<file path="config.mk">
export PLATFORM = sky130hd
export DESIGN_NAME = cgra_im_loader_flat
export DESIGN_NICKNAME = d
export VERILOG_FILES = /design/src/rtl/cgra_im_loader_pkg.sv /design/src/rtl/cgra_im_loader_if.sv /design/src/rtl/cgra_im_loader_hdr_decode.sv /design/src/rtl/cgra_im_loader.sv /design/src/flat_wrapper.sv
export SDC_FILE = /design/constraint.sdc
export NUM_CORES = 1
export LEC_CHECK = 0
export CORE_MARGIN = 1.5
export CORE_UTILIZATION = 45
export DETAILED_ROUTE_END_ITERATION = 7
export PLACE_DENSITY = 0.72
export SYNTH_ARGS = -nofsm -noshare
export SYNTH_HDL_FRONTEND = slang
export SYNTH_SLANG_ARGS = --single-unit
</file>
<file path="constraint.sdc">
create_clock -name iClk -period 6.2 [get_ports iClk]
set_clock_uncertainty 0.15 [all_clocks]
set_input_delay 1.24 -clock iClk [delete_from_list [all_inputs] [get_ports iClk]]
set_output_delay 1.24 -clock iClk [all_outputs]
set_load 0.005 [all_outputs]
</file>
<file path="src/rtl/cgra_im_loader_pkg.sv">
// Shared types and header field layout for the CGRA instruction-memory loader.
package cgra_im_loader_pkg;

    typedef enum logic [2:0] {
        ST_HEADER,
        ST_ID,
        ST_IMM_LO,
        ST_IMM_HI,
        ST_DONE
    } state_e;

    // Header word: [31:24] target, [23:12] instruction count, [11:0] start address
    localparam int TGT_LSB    = 24;
    localparam int TGT_W      = 8;
    localparam int CNT_LSB    = 12;
    localparam int CNT_W      = 12;
    localparam int ADDR_W_MAX = 12;

endpackage

</file>
<file path="src/rtl/cgra_im_loader_if.sv">
// Stream input, IM write port and host status signals of the loader.
// Optional macro CGRA_IM_LOADER_CHECKSUM_EN adds the oChecksum status output.
interface cgra_im_loader_if #(
    parameter int IN_WIDTH          = 32,
    parameter int I_WIDTH           = 12,
    parameter int I_IMM_WIDTH       = 33,
    parameter int IM_MEM_ADDR_WIDTH = 8,
    parameter int NUM_ID            = 10,
    parameter int NUM_IMM           = 3
);
    logic                           iInValid;
    logic [IN_WIDTH-1:0]            iInData;
    logic                           oInReady;
    logic [NUM_IMM+NUM_ID-1:0]      oIM_WriteEnable;
    logic [IM_MEM_ADDR_WIDTH-1:0]   oIM_WriteAddress;
    logic [I_WIDTH-1:0]             oIM_WriteData;
    logic [I_IMM_WIDTH-1:0]         oIM_WriteData_IMM;
    logic                           oBusy;
    logic                           oDone;
    logic                           oError;
`ifdef CGRA_IM_LOADER_CHECKSUM_EN
    logic [31:0]                    oChecksum;
`endif

    // Loader side: consumes the stream, drives the IM port and status
    modport master (
        input  iInValid, iInData,
        output oInReady, oIM_WriteEnable, oIM_WriteAddress, oIM_WriteData,
        output oIM_WriteData_IMM, oBusy, oDone, oError
`ifdef CGRA_IM_LOADER_CHECKSUM_EN
        , output oChecksum
`endif
    );

    // Host / memory side
    modport slave (
        output iInValid, iInData,
        input  oInReady, oIM_WriteEnable, oIM_WriteAddress, oIM_WriteData,
        input  oIM_WriteData_IMM, oBusy, oDone, oError
`ifdef CGRA_IM_LOADER_CHECKSUM_EN
        , input oChecksum
`endif
    );
endinterface

</file>
<file path="src/rtl/cgra_im_loader_hdr_decode.sv">
// Combinational header split and target classification (ID / IMM / bad).
module cgra_im_loader_hdr_decode
    import cgra_im_loader_pkg::*;
#(
    parameter int IN_WIDTH          = 32,
    parameter int IM_MEM_ADDR_WIDTH = 8,
    parameter int NUM_ID            = 10,
    parameter int NUM_IMM           = 3
) (
    input  logic [IN_WIDTH-1:0]          hdr,
    output logic [TGT_W-1:0]             tgt,
    output logic [CNT_W-1:0]             cnt,
    output logic [IM_MEM_ADDR_WIDTH-1:0] addr,
    output logic                         is_id,
    output logic                         is_imm,
    output logic                         bad
);
    // One extra bit so NUM_ID+NUM_IMM up to 256 still compares correctly
    localparam int LIM_W = TGT_W + 1;
    localparam logic [LIM_W-1:0] ID_END  = LIM_W'(NUM_ID);
    localparam logic [LIM_W-1:0] IMM_END = LIM_W'(NUM_ID + NUM_IMM);

    logic [ADDR_W_MAX-1:0] addr_field;

    assign tgt        = hdr[TGT_LSB +: TGT_W];
    assign cnt        = hdr[CNT_LSB +: CNT_W];
    assign addr_field = hdr[0 +: ADDR_W_MAX];
    // Address bits above the memory width are ignored
    assign addr       = addr_field[IM_MEM_ADDR_WIDTH-1:0];

    assign is_id  = ({1'b0, tgt} < ID_END);
    assign is_imm = !is_id && ({1'b0, tgt} < IMM_END);
    assign bad    = !is_id && !is_imm;

    if (IM_MEM_ADDR_WIDTH < ADDR_W_MAX) begin : g_addr_hi
        logic unused_addr_hi;
        assign unused_addr_hi = ^addr_field[ADDR_W_MAX-1:IM_MEM_ADDR_WIDTH];
    end
endmodule

</file>
<file path="src/rtl/cgra_im_loader.sv">
// CGRA instruction-memory loader: parses header + payload stream and issues
// one-cycle registered writes on the shared IM write port.
// Optional macro CGRA_IM_LOADER_CHECKSUM_EN adds a running oChecksum output.
module cgra_im_loader
    import cgra_im_loader_pkg::*;
#(
    parameter int IN_WIDTH          = 32,
    parameter int I_WIDTH           = 12,
    parameter int I_IMM_WIDTH       = 33,
    parameter int IM_MEM_ADDR_WIDTH = 8,
    parameter int NUM_ID            = 10,
    parameter int NUM_IMM           = 3
) (
    input  logic              iClk,
    input  logic              iReset,
    cgra_im_loader_if.master  bus
);
    localparam int NUM_MEM = NUM_ID + NUM_IMM;
    localparam int HI_W    = I_IMM_WIDTH - IN_WIDTH;

    state_e                         state_q, state_d;
    logic [TGT_W-1:0]               tgt_q, tgt_d;
    logic [CNT_W-1:0]               cnt_q, cnt_d;
    logic [IM_MEM_ADDR_WIDTH-1:0]   addr_q, addr_d;
    logic [IN_WIDTH-1:0]            lo_q, lo_d;
    logic                           err_q, err_d;
    logic [NUM_MEM-1:0]             we_q, we_d;
    logic [IM_MEM_ADDR_WIDTH-1:0]   wr_addr_q, wr_addr_d;
    logic [I_WIDTH-1:0]             wr_data_q, wr_data_d;
    logic [I_IMM_WIDTH-1:0]         wr_imm_q, wr_imm_d;

    logic                           accept;
    logic                           issue;
    logic [I_WIDTH-1:0]             id_word;
    logic [I_IMM_WIDTH-1:0]         imm_word;

    logic [TGT_W-1:0]               hd_tgt;
    logic [CNT_W-1:0]               hd_cnt;
    logic [IM_MEM_ADDR_WIDTH-1:0]   hd_addr;
    logic                           hd_is_id, hd_is_imm, hd_bad;

    cgra_im_loader_hdr_decode #(
        .IN_WIDTH          (IN_WIDTH),
        .IM_MEM_ADDR_WIDTH (IM_MEM_ADDR_WIDTH),
        .NUM_ID            (NUM_ID),
        .NUM_IMM           (NUM_IMM)
    ) u_hdr_decode (
        .hdr    (bus.iInData),
        .tgt    (hd_tgt),
        .cnt    (hd_cnt),
        .addr   (hd_addr),
        .is_id  (hd_is_id),
        .is_imm (hd_is_imm),
        .bad    (hd_bad)
    );

    // The write port never stalls, so only the one-cycle done state refuses data
    assign accept = bus.iInValid && (state_q != ST_DONE);

    // Next-state, block bookkeeping and write-issue decode
    always_comb begin
        state_d   = state_q;
        tgt_d     = tgt_q;
        cnt_d     = cnt_q;
        addr_d    = addr_q;
        lo_d      = lo_q;
        err_d     = err_q;
        we_d      = '0;
        wr_addr_d = wr_addr_q;
        wr_data_d = '0;
        wr_imm_d  = '0;
        issue     = 1'b0;
        id_word   = '0;
        imm_word  = '0;

        case (state_q)
            ST_HEADER: begin
                if (accept) begin
                    tgt_d  = hd_tgt;
                    cnt_d  = hd_cnt;
                    addr_d = hd_addr;
                    err_d  = hd_bad;
                    lo_d   = '0;
                    // Bad targets run as ID blocks so the payload is still consumed
                    if (hd_cnt == '0)              state_d = ST_DONE;
                    else if (hd_is_id || hd_bad)   state_d = ST_ID;
                    else if (hd_is_imm)            state_d = ST_IMM_LO;
                end
            end
            ST_ID: begin
                if (accept) begin
                    issue   = 1'b1;
                    id_word = bus.iInData[I_WIDTH-1:0];
                end
            end
            ST_IMM_LO: begin
                if (accept) begin
                    lo_d    = bus.iInData;
                    state_d = ST_IMM_HI;
                end
            end
            ST_IMM_HI: begin
                if (accept) begin
                    issue    = 1'b1;
                    imm_word = {bus.iInData[HI_W-1:0], lo_q};
                    state_d  = ST_IMM_LO;
                end
            end
            ST_DONE:  state_d = ST_HEADER;
            default:  state_d = ST_HEADER;
        endcase

        if (issue) begin
            cnt_d  = cnt_q - 1'b1;
            addr_d = addr_q + 1'b1;
            lo_d   = '0;
            if (cnt_q == CNT_W'(1)) state_d = ST_DONE;
            // Discarded (bad-target) instructions leave the port idle
            if (!err_q) begin
                wr_addr_d = addr_q;
                wr_data_d = id_word;
                wr_imm_d  = imm_word;
                for (int i = 0; i < NUM_MEM; i++) begin
                    we_d[i] = (tgt_q == TGT_W'(i));
                end
            end
        end
    end

    // State and registered write-port outputs; reset aborts any partial block
    always_ff @(posedge iClk or posedge iReset) begin
        if (iReset) begin
            state_q   <= ST_HEADER;
            tgt_q     <= '0;
            cnt_q     <= '0;
            addr_q    <= '0;
            lo_q      <= '0;
            err_q     <= 1'b0;
            we_q      <= '0;
            wr_addr_q <= '0;
            wr_data_q <= '0;
            wr_imm_q  <= '0;
        end else begin
            state_q   <= state_d;
            tgt_q     <= tgt_d;
            cnt_q     <= cnt_d;
            addr_q    <= addr_d;
            lo_q      <= lo_d;
            err_q     <= err_d;
            we_q      <= we_d;
            wr_addr_q <= wr_addr_d;
            wr_data_q <= wr_data_d;
            wr_imm_q  <= wr_imm_d;
        end
    end

    assign bus.oInReady          = (state_q != ST_DONE);
    assign bus.oBusy             = (state_q != ST_HEADER);
    assign bus.oDone             = (state_q == ST_DONE);
    assign bus.oError            = err_q;
    assign bus.oIM_WriteEnable   = we_q;
    assign bus.oIM_WriteAddress  = wr_addr_q;
    assign bus.oIM_WriteData     = wr_data_q;
    assign bus.oIM_WriteData_IMM = wr_imm_q;

`ifdef CGRA_IM_LOADER_CHECKSUM_EN
    logic [31:0] csum_q, csum_d;

    // Running checksum of issued instructions; IMM words fold in their low 32 bits
    always_comb begin
        csum_d = csum_q;
        if ((state_q == ST_HEADER) && accept) begin
            csum_d = '0;
        end else if (issue && !err_q) begin
            csum_d = {csum_q[30:0], csum_q[31]} ^ 32'(id_word) ^ 32'(imm_word);
        end
    end

    // Checksum register
    always_ff @(posedge iClk or posedge iReset) begin
        if (iReset) csum_q <= '0;
        else        csum_q <= csum_d;
    end

    assign bus.oChecksum = csum_q;
`endif
endmodule

</file>
<file path="src/flat_wrapper.sv">
// flat-port wrapper written by rule: the top's interface ports become plain ports
module cgra_im_loader_flat import cgra_im_loader_pkg::*;
#(
    parameter int IN_WIDTH          = 32,
    parameter int I_WIDTH           = 12,
    parameter int I_IMM_WIDTH       = 33,
    parameter int IM_MEM_ADDR_WIDTH = 8,
    parameter int NUM_ID            = 10,
    parameter int NUM_IMM           = 3
)
  (iClk, iReset, bus_iInValid, bus_iInData, bus_oInReady, bus_oIM_WriteEnable, bus_oIM_WriteAddress, bus_oIM_WriteData, bus_oIM_WriteData_IMM, bus_oBusy, bus_oDone, bus_oError);
  cgra_im_loader_if #(.IN_WIDTH(IN_WIDTH), .I_WIDTH(I_WIDTH), .I_IMM_WIDTH(I_IMM_WIDTH), .IM_MEM_ADDR_WIDTH(IM_MEM_ADDR_WIDTH), .NUM_ID(NUM_ID), .NUM_IMM(NUM_IMM)) bus_i ();
  input  logic iClk;
  input  logic iReset;
  input wire logic [$bits(bus_i.iInValid)-1:0] bus_iInValid;
  input wire logic [$bits(bus_i.iInData)-1:0] bus_iInData;
  output wire logic [$bits(bus_i.oInReady)-1:0] bus_oInReady;
  output wire logic [$bits(bus_i.oIM_WriteEnable)-1:0] bus_oIM_WriteEnable;
  output wire logic [$bits(bus_i.oIM_WriteAddress)-1:0] bus_oIM_WriteAddress;
  output wire logic [$bits(bus_i.oIM_WriteData)-1:0] bus_oIM_WriteData;
  output wire logic [$bits(bus_i.oIM_WriteData_IMM)-1:0] bus_oIM_WriteData_IMM;
  output wire logic [$bits(bus_i.oBusy)-1:0] bus_oBusy;
  output wire logic [$bits(bus_i.oDone)-1:0] bus_oDone;
  output wire logic [$bits(bus_i.oError)-1:0] bus_oError;
  assign bus_i.iInValid = bus_iInValid;
  assign bus_i.iInData = bus_iInData;
  assign bus_oInReady = bus_i.oInReady;
  assign bus_oIM_WriteEnable = bus_i.oIM_WriteEnable;
  assign bus_oIM_WriteAddress = bus_i.oIM_WriteAddress;
  assign bus_oIM_WriteData = bus_i.oIM_WriteData;
  assign bus_oIM_WriteData_IMM = bus_i.oIM_WriteData_IMM;
  assign bus_oBusy = bus_i.oBusy;
  assign bus_oDone = bus_i.oDone;
  assign bus_oError = bus_i.oError;
  cgra_im_loader #(.IN_WIDTH(IN_WIDTH), .I_WIDTH(I_WIDTH), .I_IMM_WIDTH(I_IMM_WIDTH), .IM_MEM_ADDR_WIDTH(IM_MEM_ADDR_WIDTH), .NUM_ID(NUM_ID), .NUM_IMM(NUM_IMM)) u_core (.iClk(iClk), .iReset(iReset), .bus(bus_i));
endmodule
</file>
; ---- Yosys cells after proc, flatten, opt, wreduce, memory -nomap -nowiden
; Index checks and enable logic that the tools add are counted.
[word_totals]
regBits = 130
in_bits = 35
out_inout_bits = 70
word_cells = 84
[classes]
reduce_logical = 18
bitwise = 1
magnitude_cmp = 2
n_mux = 31
add_sub_neg = 2
n_eq_ne = 20
[op_table]
columns = cell, n
row1 = 33-bit 2-to-1 mux, 4
row2 = 32-bit 2-to-1 mux, 3
row3 = 12-bit 2-to-1 mux, 7
row4 = 32-bit case mux with 2 select lines, 1
row5 = "8-bit by 4-bit == test with 1-bit output, second input constant", 5
row6 = "8-bit by 3-bit == test with 1-bit output, second input constant", 4
row7 = 13-bit 2-to-1 mux, 2
row8 = 3-bit 2-to-1 mux, 8
row9 = 8-bit 2-to-1 mux, 3
row10 = "8-bit by 2-bit == test with 1-bit output, second input constant", 2
row11 = "8-bit by 4-bit < comparator with 1-bit output, second input constant", 2
row12 = "12-bit by 1-bit == test with 1-bit output, second input constant", 1
row13 = 12-bit logical NOT, 1
row14 = 3-bit case mux with 4 select lines, 1
row15 = "12-bit by 1-bit subtractor with 12-bit output, second input constant", 1
row16 = "8-bit by 1-bit adder with 8-bit output, second input constant", 1
row17 = "8-bit by 1-bit == test with 1-bit output, second input constant", 1
row18 = 8-bit logical NOT, 1
row19 = "3-bit by 2-bit == test with 1-bit output, second input constant", 2
row20 = "3-bit by 1-bit != test with 1-bit output, second input constant", 2
row21 = 2-bit AND reduction, 3
row22 = 3-bit nonzero test, 2
row23 = 2-bit nonzero test, 2
row24 = "3-bit by 1-bit == test with 1-bit output, second input constant", 1
row25 = other kinds (10), 14

; ---- Logic depth before layout (Yosys ltp)
; Gate-level depths: netlist (run 1).
[logic_depth]
word_depth = 12
ltp_mapped = 6
depth_no_buf = 6

; ---- Hierarchy
; A second synthesis (run 1) with hierarchy kept.
[hier_totals]
cells_unflattened = 469
area_unflattened_um2 = 5415.2
[by_module_without_submodules]
columns = module, area_per_inst_um2, n_inst, seq_area_each_um2, cells_per_inst
row1 = cgra_im_loader, 5136.2, 1, 3253.1, 433
row2 = cgra_im_loader_hdr_decode, 279.0, 1, 0.0, 36

; ---- Least setup slack after synthesis (run 1)
; No wires, ideal clock.
[synth_path]
path_kind = in2reg
from = in bus_iInValid
to = reg u_core.wr_addr_q[0] (netlist: u_core.bus.oIM_WriteAddress[0])
setup_time_ns = 0.125
slack_ns = 3.568
cell_stages = 4
t_required_ns = 5.925
n_path_buf = 1
arrival_time_ns = 2.357
path_cell_list = nand3b_1 > nor2_1 > buf_2 > mux2_2
[synth_via]
elab_chain_len = 4
[synth_lines]
columns = item, line_no
row1 = from (decl), flat_wrapper.sv:15  ; input wire logic [$bits(bus_i.iInValid)-1:0] bus_iInValid;
row2 = 1-bit logical AND, cgra_im_loader.sv:58  ; assign accept = bus.iInValid && (state_q != ST_DONE);
row3 = 1-bit 2-to-1 mux, "cgra_im_loader.sv:91, cgra_im_loader.sv:103"
row4 = 1-bit 2-to-1 mux, n/a
row5 = 2-bit AND reduction (no source line), n/a
row6 = to (signal assigned), cgra_im_loader.sv:151  ; wr_addr_q <= wr_addr_d;
row7 = to (decl), cgra_im_loader.sv:28  ; logic [IM_MEM_ADDR_WIDTH-1:0] wr_addr_q, wr_addr_d;
; Every way passes these cells.
; A chain may end at the register's enable or synchronous reset.

; ---- Worst setup path in the final report (run 1)
[layout_path]
from = in bus_iInValid
to = reg u_core.state_q[2]
[layout_via]
elab_chain_len = 5
word_cells_on_any_way = 9
classes_between = mux: 8 / reduce/logical: 1
[layout_lines]
columns = item, line_no
row1 = 1-bit logical AND (*), cgra_im_loader.sv:58
row2 = "3-bit 2-to-1 mux, on equally long branches", "cgra_im_loader.sv:103, cgra_im_loader.sv:78, cgra_im_loader.sv:97"
row3 = 3-bit case mux with 4 select lines, cgra_im_loader.sv:76  ; case (state_q)
row4 = 3-bit 2-to-1 mux, cgra_im_loader.sv:117  ; if (cnt_q == CNT_W'(1)) state_d = ST_DONE;
row5 = 3-bit 2-to-1 mux (*), cgra_im_loader.sv:113  ; if (issue) begin
row6 = net u_core.state_d[2], cgra_im_loader.sv:21  ; state_e state_q, state_d;
row7 = to (signal assigned), cgra_im_loader.sv:144  ; state_q <= state_d;
row8 = to (decl), cgra_im_loader.sv:21
; Mark *: on every way through the listed nets, which the timed path passes. The rest lies on a longest branch.

==> results of run 1 <==
flip-flops by register name, summed over array words and instances (netlist names):
| register | cells |
|---|---|
| u_core.addr_q | 8 |
| u_core.bus.oError | 1 |
| u_core.bus.oIM_WriteAddress | 8 |
| u_core.bus.oIM_WriteData | 12 |
| u_core.bus.oIM_WriteData_IMM | 33 |
| u_core.bus.oIM_WriteEnable | 13 |
| u_core.cnt_q | 12 |
| u_core.lo_q | 32 |
| u_core.state_q | 3 |
| u_core.tgt_q | 8 |
critical path: stages:
cell and delay [ns]:
sky130_fd_sc_hd__clkdlybuf4s50_1 0.55, sky130_fd_sc_hd__nand2b_1 0.39, sky130_fd_sc_hd__buf_4 0.39, sky130_fd_sc_hd__nor3_1 0.96
sky130_fd_sc_hd__nand4_1 0.16, sky130_fd_sc_hd__o31ai_1 0.12
synth_stat cells, types with 5 or more instances:
| cell type | instances |
|---|---|
| sky130_fd_sc_hd__and2_1 | 13 |
| sky130_fd_sc_hd__clkbuf_1 | 25 |
| sky130_fd_sc_hd__or4_1 | 5 |
| sky130_fd_sc_hd__nand2_1 | 42 |
| sky130_fd_sc_hd__inv_1 | 8 |
| sky130_fd_sc_hd__nand2b_1 | 7 |
| sky130_fd_sc_hd__a22o_1 | 33 |
| sky130_fd_sc_hd__a21oi_1 | 18 |
| sky130_fd_sc_hd__nand3_1 | 11 |
| sky130_fd_sc_hd__nor4_1 | 6 |
| sky130_fd_sc_hd__o21ai_0 | 18 |
| sky130_fd_sc_hd__mux2_2 | 9 |
| sky130_fd_sc_hd__nor2b_1 | 5 |
| sky130_fd_sc_hd__o31a_1 | 5 |
| sky130_fd_sc_hd__nor2_1 | 27 |
| sky130_fd_sc_hd__o22ai_1 | 14 |
| sky130_fd_sc_hd__and3_1 | 36 |
| sky130_fd_sc_hd__nor3_1 | 5 |
| sky130_fd_sc_hd__mux2i_1 | 10 |
| sky130_fd_sc_hd__dfrtp_1 | 130 |
placed cells by master, fill, tap and decap left out, drive strengths merged, types with 2 or more instances in the layout:
cell type and instances:
a21oi 18, a22o 33, a31oi 3, and2 13
and3 36, buf 6, bufinv 2, clkbuf 21
clkdlybuf4s50 104, clkinv 6, clkinvlp 2, dfrtp 130
ha 3, inv 8, mux2 9, mux2i 10
nand2 42, nand2b 7, nand3 11, nand4 2
nor2 27, nor2b 5, nor3 5, nor4 7
o21ai 18, o22ai 14, o31a 5, o31ai 2
or3 2, or4 6, or4b 2
through the flow:
stage                     std cells   util  hold WS [ns]
final                           713  0.613         0.338
after global routing            713  0.613         0.355
after CTS                       713  0.613         0.329
after detailed placement        682  0.562         0.317
after global placement          682  0.562         0.302
after floorplan                 460      -         0.287
routing by layer:
layer	global-route usage	vias up
li1	-	1841
met1	0.289	1977
met2	0.331	132
met3	0.0443	12
met4	0.0709	0
met5	0	-
kinds of logic (layout without fill, tap and decap cells):
group,after synthesis,after routing
and+or+nand+nor,171,171
DFF,130,130
AOI/OAI and AO/OA,97,97
buffers and inverters,39,149
muxes,19,19
adders and majority gates,3,3
xor gates and xnor gates,1,1
where the power goes:
part,leakage [nW],switching (mW),total [mW],internal [mW]
Combinational,1.24,0.311,0.635,0.324
Clock,0.284,0.339,0.956,0.617
Sequential,1.72,0.193,1.23,1.04
final cells by class:
cell class | instances | area (um^2) | share of cell area
inverters | 8 | 32.5 | 0.00467
repair buffers | 110 | 1090 | 0.156
well taps | 143 | 179 | 0.0257
clock buffers | 21 | 470 | 0.0675
multi-input cells | 291 | 1840 | 0.264
clock inverters | 10 | 109 | 0.0156
flip-flops and latches | 130 | 3250 | 0.467
worst min-delay path by stage:
stage | slack [ns] | endpoint
5_1_grt | 0.36 | u_core.tgt_q[7]
6_report | 0.34 | u_core.tgt_q[7]
3_3_place_gp | 0.30 | u_core.tgt_q[6]
2_1_floorplan | 0.29 | u_core.tgt_q[7]
4_1_cts | 0.33 | u_core.tgt_q[5]
3_5_place_dp | 0.32 | u_core.tgt_q[5]
==> results.ini, run 1 <==
[setup_path]
critical_path.endpoint_type=flop
reg2reg_slack_ns=2.85
worst-endpoint-required_ns=6.36
crit-reg2reg-capture=u_core.bus.oIM_WriteAddress[2]
path_class=input pin to flop
startpoint=bus_iInValid
cp_max_fo=26
cp_data_arrival_time_ns=3.82
crit_path_start_kind=input pin
reg2reg_from=u_core.state_q[0]
r2r.worst_path.cells=4
critical_path.endpoint=u_core.state_q[2]

[logic_synthesis]
number_of_enable_type_register_cells_in_the_synthesized_netlist=0
adder_cell_share_of_the_synthesized_area=0.00717
yosys_register_bits=130
synth_compound_gate_area_share=0.128
seq_area_frac_synth=0.622
dominant_combinational_cell_family_by_area_after_synthesis=simple AND/OR/NAND/NOR gates
post_synth_inst_count=460
ys.flop_type=sky130_fd_sc_hd__dfrtp_1
yosysTopAreaCell=sky130_fd_sc_hd__dfrtp_1
synthSimpleGateAreaFrac=0.174
synth_cell_type_count=41
synth_top_cells_by_area=sky130_fd_sc_hd__dfrtp_1 (62%), sky130_fd_sc_hd__a22o_1 (5.5%), sky130_fd_sc_hd__and3_1 (4.3%)
async_reset_ff_frac=1.00
yosysWarnings=0
post_synth_instance_area_um2=5230
synthXorXnorAreaFrac=0.00167
syn_area_per_cell_um2=11.4
postSynthNetCount=498
post_synth_mux_area_share=0.0385
post-synth-top-area-fraction=0.622

[sta]
setup_tns_ns=0
worst_slew_margin_rel=0.167
slew_violations=0
final-setup-viol-count=0
setup_slack_ns=2.53
timing.final.crit_period_ns=3.67
layout_worst_path_cycle_share=0.591
tightest_slew_ns=1.24
count_of_final_hold_check_violations=0
unrepaired_setup_endpoints_after_global_routing=no
achievable-frequency_mhz=273

[global_routing]
grt_first_pass_wirelength_mm=20.4
grt-ovfl-total=0
grt.total_usage=0.209
number_of_global_route_vias_before_repair=3840
antenna_found_initial=0
grt_max_degree=77

[clocking]
post-cts-setup-buffers=0
cts.sink_count=130
clk_pin_slew_ns=0.05
cts-hold-fix-buffers=0
tritoncts.num_buffers=17
clockRootBuffer=sky130_fd_sc_hd__clkbuf_16
post_cts_resized=0
cts_tree=yes
clock_insertion_delay_worst_skew_ns=0.41
cts-htree-levels=4
ctsLongestPathBuffers=2

[placed_design]
worst_slack_placed_ns=2.22
placement.io_buffers=104
gpl.final_weighted_congestion=0.809
placedInstanceArea_um2=6390
dp.final_hpwl_mm=8.41

[die]
die_area_um2=12300
floorplan.io_pins=105
die_h_um=111
design.core.area_um2=11400
start_util=0.460
die_w_um=111
num_rows=39

[worst_hold_path]
worst_hold_depth=2
hold_path_startpoint=u_core.tgt_q[7]
min-delay-path-class=flop to flop

[finish]
area_growth_syn_to_layout_pct=33.1
filler_cell_count=947
layout-drive-gt1-share=0.0947
postLayoutCellArea_um2=6970
final_net_count=596
antenna_cells=0

[routing]
route.top_layer_used=met4
dr.pass1.iters=4
drc=0
detail_route.wirelength_mm=12.4
wl_met1_mm=5.57
via_per_inst=5.56
dr_total_vias=3962
remaining_number_of_nets_flagged_by_the_antenna_check_after_routing=0
post_drt_wl_per_cell_um=17.3
dr_wl_met2_mm=6.06
detailroute.wirelength.met3_um=595
initialDrtViolationCount=395

[power_and_ir_drop]
power.total_mw=2.82
total_leakage_power_nw=3.24
max-vdd-ir-drop_uv=190
pwr_density_cell_nw_per_um2=405

[run_status]
status=finished, final reports clean

[flow_run]
max_cap_violations=0

(Power assumes the default switching activity.)
==> run 2: changes to the inputs <==
--- a/config.mk
+++ b/config.mk
@@ -8,7 +8,7 @@
 export CORE_MARGIN = 1.5
 export CORE_UTILIZATION = 45
 export DETAILED_ROUTE_END_ITERATION = 7
-export PLACE_DENSITY = 0.72
+export PLACE_DENSITY = 0.75
 export SYNTH_ARGS = -nofsm -noshare
 export SYNTH_HDL_FRONTEND = slang
 export SYNTH_SLANG_ARGS = --single-unit
==> constraint.sdc (replaced) <==
create_clock -name iClk -period 3 [get_ports iClk]
set_clock_uncertainty 0.15 [all_clocks]
set_input_delay 0.6 -clock iClk [delete_from_list [all_inputs] [get_ports iClk]]
set_output_delay 0.6 -clock iClk [all_outputs]
set_load 0.005 [all_outputs]
==> run 2 against run 1 <==
Final area is 1.9% higher; cell count increased by 1.1%; clock power grew 120%; first-iteration DRC count decreased by 18%; critical path type is now flop to primary output; critical endpoint is now bus_oDone; highest routed layer unchanged.
==> results.ini, run 2 (synthesis results as in run 1) <==
[finish]
postLayoutCellArea_um2=7100  ; was 6970 um^2
commonest_non_fill_non_tap_cell_in_the_layout=sky130_fd_sc_hd__dfrtp_1  ; unchanged
most_used_cells_in_the_layout_excluding_fill_and_tap_cells=sky130_fd_sc_hd__dfrtp_1 (130), sky130_fd_sc_hd__clkdlybuf4s50_1 (104), sky130_fd_sc_hd__nand2_1 (42)  ; unchanged
filler_cell_count=925  ; was 947
layout-drive-gt1-share=0.109  ; was 0.0947
final_net_count=604  ; was 596
flip_flop_count_of_the_largest_register_after_layout=33  ; unchanged
postLayoutCoreUtil=0.624  ; was 0.613
area_growth_syn_to_layout_pct=35.6  ; was 33.1%
antenna_cells=0  ; unchanged

[routing]
dr_total_vias=3980  ; was 3962
dr.pass1.iters=5  ; was 4
post_drt_wl_per_cell_um=17.4  ; was 17.3 um
remaining_number_of_nets_flagged_by_the_antenna_check_after_routing=0  ; unchanged
via_per_inst=5.52  ; was 5.56
drc=0  ; unchanged
initialDrtViolationCount=325  ; was 395
detail_route.wirelength_mm=12.5  ; was 12.4 mm

[global_routing]
grt_max_degree=131  ; was 77
number_of_global_route_vias_before_repair=3903  ; was 3840
grt-ovfl-total=0  ; unchanged
grt_first_pass_wirelength_mm=20.4  ; about the same
grt.total_usage=0.213  ; was 0.209
antenna_found_initial=0  ; unchanged

[clocking]
clock_insertion_delay_worst_skew_ns=0.41  ; about the same
cts-hold-fix-buffers=0  ; unchanged
ctsLongestPathBuffers=2  ; unchanged
post-cts-setup-buffers=0  ; unchanged
cts-htree-levels=4  ; unchanged
post_cts_resized=0  ; unchanged
cts.sink_count=130  ; unchanged
clk_pin_slew_ns=0.06  ; was 0.05 ns
cts_tree=yes  ; unchanged
clockRootBuffer=sky130_fd_sc_hd__clkbuf_16  ; unchanged
tritoncts.num_buffers=17  ; unchanged

[placed_design]
placedInstanceArea_um2=6470  ; was 6390 um^2
worst_slack_placed_ns=0.336  ; was 2.22 ns
placement.io_buffers=104  ; unchanged
gpl.final_weighted_congestion=0.872  ; was 0.809
dp.final_hpwl_mm=8.33  ; was 8.41 mm

[sta]
final-setup-viol-count=0  ; unchanged
setup_slack_ns=0.603  ; was 2.53 ns
worst_slew_margin_rel=0.555  ; was 0.167
achievable-frequency_mhz=417
holdWs_ns=0.322  ; was 0.338 ns
layout_worst_path_cycle_share=0.799
tightest_slew_ns=0.666  ; was 1.24 ns
timing.final.crit_period_ns=2.40
unrepaired_setup_endpoints_after_global_routing=no  ; unchanged
setup_tns_ns=0  ; unchanged
slew_violations=0  ; unchanged
count_of_final_hold_check_violations=0  ; unchanged

[run_status]
status=finished, final reports clean  ; unchanged

[worst_hold_path]
worstHoldEndpoint=u_core.tgt_q[6]  ; was u_core.tgt_q[7]
min-delay-path-class=flop to flop  ; unchanged
hold_path_startpoint=u_core.tgt_q[6]  ; was u_core.tgt_q[7]
worst_hold_depth=2  ; unchanged

[die]
die_area_um2=12300  ; unchanged
die_h_um=111  ; unchanged
num_rows=39  ; unchanged
die_w_um=111  ; unchanged
floorplan.io_pins=105  ; unchanged
design.core.area_um2=11400  ; unchanged
start_util=0.460  ; unchanged

[setup_path]
r2r.worst_path.cells=6  ; was 4
critical_path.endpoint_type=primary output  ; was flop
reg2reg_slack_ns=0.71  ; was 2.85 ns
cp_max_fo=6  ; was 26
reg2reg_from=u_core.cnt_q[0]  ; was u_core.state_q[0]
cp_data_arrival_time_ns=1.65  ; was 3.82 ns
worst-endpoint-required_ns=2.25  ; was 6.36 ns
crit-reg2reg-capture=u_core.cnt_q[10]  ; was u_core.bus.oIM_WriteAddress[2]
path_class=flop to primary output  ; was input pin to flop
crit_path_start_kind=flop  ; was input pin

[flow_run]
max_cap_violations=0  ; unchanged

[power_and_ir_drop]
pwr_density_cell_nw_per_um2=853  ; was 405 nW/um^2
max-vdd-ir-drop_uv=424  ; was 190 uV
total_leakage_power_nw=3.29  ; was 3.24 nW

[run 2: changes by cell type in the layout (fill, tap and decap cells not counted), sizes merged]
cell | before | now
buf | 6 | 14
clkbuf | 21 | 18
bufinv | 2 | 4
clkinv | 6 | 4
clkinvlp | 2 | 4
inv | 8 | 9
[run 2: report_power, final]
| part | total [mW] | internal [mW] | leakage [nW] | switching (mW) |
|---|---|---|---|---|
| clock | 2.15 | 1.41 | 0.299 | 0.741 |
| combinational | 1.41 | 0.705 | 1.28 | 0.707 |
| sequential | 2.49 | 2.14 | 1.72 | 0.348 |
[run 2: layer usage]
| layer | track usage | vias to the layer above | wire length [um] |
|---|---|---|---|
| li1 | - | 1860 | - |
| met1 | 0.283 | 1965 | 5440 |
| met2 | 0.342 | 135 | 6320 |
| met3 | 0.0498 | 20 | 615 |
| met4 | 0.0812 | 0 | 165 |
| met5 | 0 | - | 0 |
[run 2: area by class of cell]
| class | count | area, um^2 | area share |
|---|---|---|---|
| clock buffer | 18 | 439 | 0.0619 |
| clock inverter | 13 | 184 | 0.0259 |
| inverter | 8 | 33.8 | 0.00476 |
| multi-input combinational | 291 | 1840 | 0.259 |
| sequential | 130 | 3250 | 0.458 |
| tap | 143 | 179 | 0.0252 |
| timing repair buffer | 118 | 1170 | 0.165 |
[run 2: worst max path at each step]
stage | start | endpoint | slack (ns)
after global placement | bus_iInValid | u_core.addr_q[2] | 0.41
after CTS | u_core.state_q[1] | bus_oDone | 0.60
after floorplan | iReset | u_core.addr_q[0] | 0.64
after global routing | u_core.cnt_q[0] | u_core.cnt_q[10] | 0.44
after detailed placement | bus_iInValid | u_core.cnt_q[3] | 0.34
final | u_core.state_q[1] | bus_oDone | 0.60
[run 2: through the flow]
| stage | instances | total power, mW |
|---|---|---|
| floorplan | 460 | 3.34 |
| global placement | 690 | 3.82 |
| detailed placement | 690 | 3.90 |
| CTS | 721 | 6.08 |
| global route | 721 | 6.38 |
| finish | 721 | 6.05 |
[run 2: worst max-delay path: stages (launching register included)]
cell	delay (ns)
sky130_fd_sc_hd__dfrtp_1	0.43
sky130_fd_sc_hd__nor2_1	0.15
sky130_fd_sc_hd__nand2_1	0.10
sky130_fd_sc_hd__inv_1	0.07
sky130_fd_sc_hd__clkdlybuf4s50_1	0.48
==> RTL edit: new RTL, flow settings as in run 1 <==
`wr_imm_q` no longer has a reset.
--- a/src/rtl/cgra_im_loader.sv
+++ b/src/rtl/cgra_im_loader.sv
@@ -140,5 +140,4 @@
             wr_addr_q <= '0;
             wr_data_q <= '0;
-            wr_imm_q  <= '0;
         end else begin
             state_q   <= state_d;
@@ -151,6 +150,9 @@
             wr_addr_q <= wr_addr_d;
             wr_data_q <= wr_data_d;
-            wr_imm_q  <= wr_imm_d;
         end
+    end
+
+    always_ff @(posedge iClk) begin
+        wr_imm_q <= wr_imm_d;
     end
 
Formal check against the unedited RTL: differs if iReset is asserted again (counterexample within 4 cycles, from zero or initial values and one cycle with iReset high); with iReset held inactive, the same outputs for 4 cycles.
==> RTL edit against run 1 <==
Maximum frequency decreased by 1.0%. Area after synthesis decreased by 4.7%. Clock power about the same. Critical path type is now flop to primary output. Sequential cell count unchanged. Power decreased by 3.5%. Worst hold slack about the same. First-iteration DRC count decreased by 40%. Worst setup slack got worse by 38 ps. Critical path depth decreased by 2. Cell area decreased by 3.5%. Core utilization increased by 0.72 points. Wire length decreased by 3.6%.
==> RTL edit: results (changes against run 1) <==
[setup_path]
reg2reg_setup_slack_ps = 3590  ; +740 ps
endpoint = bus_oInReady
cp.arrival_ps = 2310  ; -1510 ps
startpoint = u_core.state_q[1]
r2r_cells = 5  ; +1
rr_startpoint = u_core.state_q[1]
r2r-end = u_core.state_q[1]

[power]
power.leakage_uw = 0.002982  ; -7.9%
power_frac_clock_pct = 35.2  ; +1.3 points
ir_drop_uv = 251.9  ; +33%
p_clk_uw = 958  ; about the same

[yosys]
synth.area.mux_share_pct = 2.233  ; -1.6 points
synth_fa_ha_area_share_pct = 0.7528  ; +0.035 points
syn_nets = 482  ; -3.2%
async_flop_share_pct = 74.62  ; -25 points
seq_area_frac_synth_pct = 61.93  ; -0.24 points
netlist_top_cells_count = dfrtp_1 (97), nand2_1 (42), and3_1 (35), dfxtp_1 (33), a22o_1 (32)
synthXorXnorAreaFrac_pct = 0.1757  ; +0.0083 points
avgSynthCellArea_um2 = 11.23  ; -1.3%
synth-compound-area-share_pct = 14.43  ; +1.7 points
synth_cell_types = 50  ; +22%

[global_routing]
grt_use_met1_pct = 28.38  ; -0.56 points
grt_use_total_pct = 21.69  ; +0.76 points
grt_pass1_vias = 3825  ; -0.39%
grt_pass1_wl_um = 19390  ; -4.8%
grt_max_degree = 54  ; -30%
use_met3_pct = 6.088  ; +1.7 points

[clocking]
insertion_delay_ps = 520  ; +110 ps
clk_path_buf_depth = 2  ; unchanged
root_buffer = clkbuf_8

[routing]
wl_met3_um = 731  ; +23%
met1_length_um = 5281  ; -5.2%
wl_met2_um = 5736  ; -5.3%
drt_pass1_iterations = 5  ; +1

[layout]
nFillCells = 885  ; -6.5%
layout.nets = 585  ; -1.8%
final-instance-count-excl-fill = 700  ; -1.8%

[timing]
relSlewSlack_pct = 28.00  ; +11 points
fin_crit_ps = 3704  ; +37.54 ps

[placement]
place_congestion = 0.8499  ; +5.0%
hpwl_um = 8115  ; -3.5%
place_area_um2 = 6147  ; -3.8%
post-place-cells = 668  ; -2.1%

[outcome]
status = finished clean

[min_path]
hp-start = u_core.tgt_q[4]

[floorplanning]
placementRows = 38  ; -2.6%

## RTL edit: cell count changes in the layout (fill, tap and decap cells not counted), sizes merged, moves of 3 or more
cell	before	now
a2bb2oi	0	8
o22ai	14	9
dfxtp	0	33
dfrtp	130	97
clkbuf	21	18
o31a	5	1
or3b	0	3
nor2b	5	2
nand2b	7	3
or4	6	3
inv	8	16
mux2i	10	1
## RTL edit: worst max-delay path, stage by stage (launching register included)
cell             delay (ps)
dfrtp_1                 720
buf_4                   370
nor2_1                   70
nand2_1                 130
clkdlybuf4s50_1         510
## RTL edit: final cells by class
cell class / instances / area [um^2] / area share, %
sequential: 130 / 3088 / 45.95
clock inverter: 14 / 145.1 / 2.160
inverter: 9 / 36.28 / 0.5399
multi-input combinational: 279 / 1762 / 26.21
clock buffer: 18 / 427.9 / 6.368
timing repair buffer: 110 / 1086 / 16.16
tap: 140 / 175.2 / 2.607
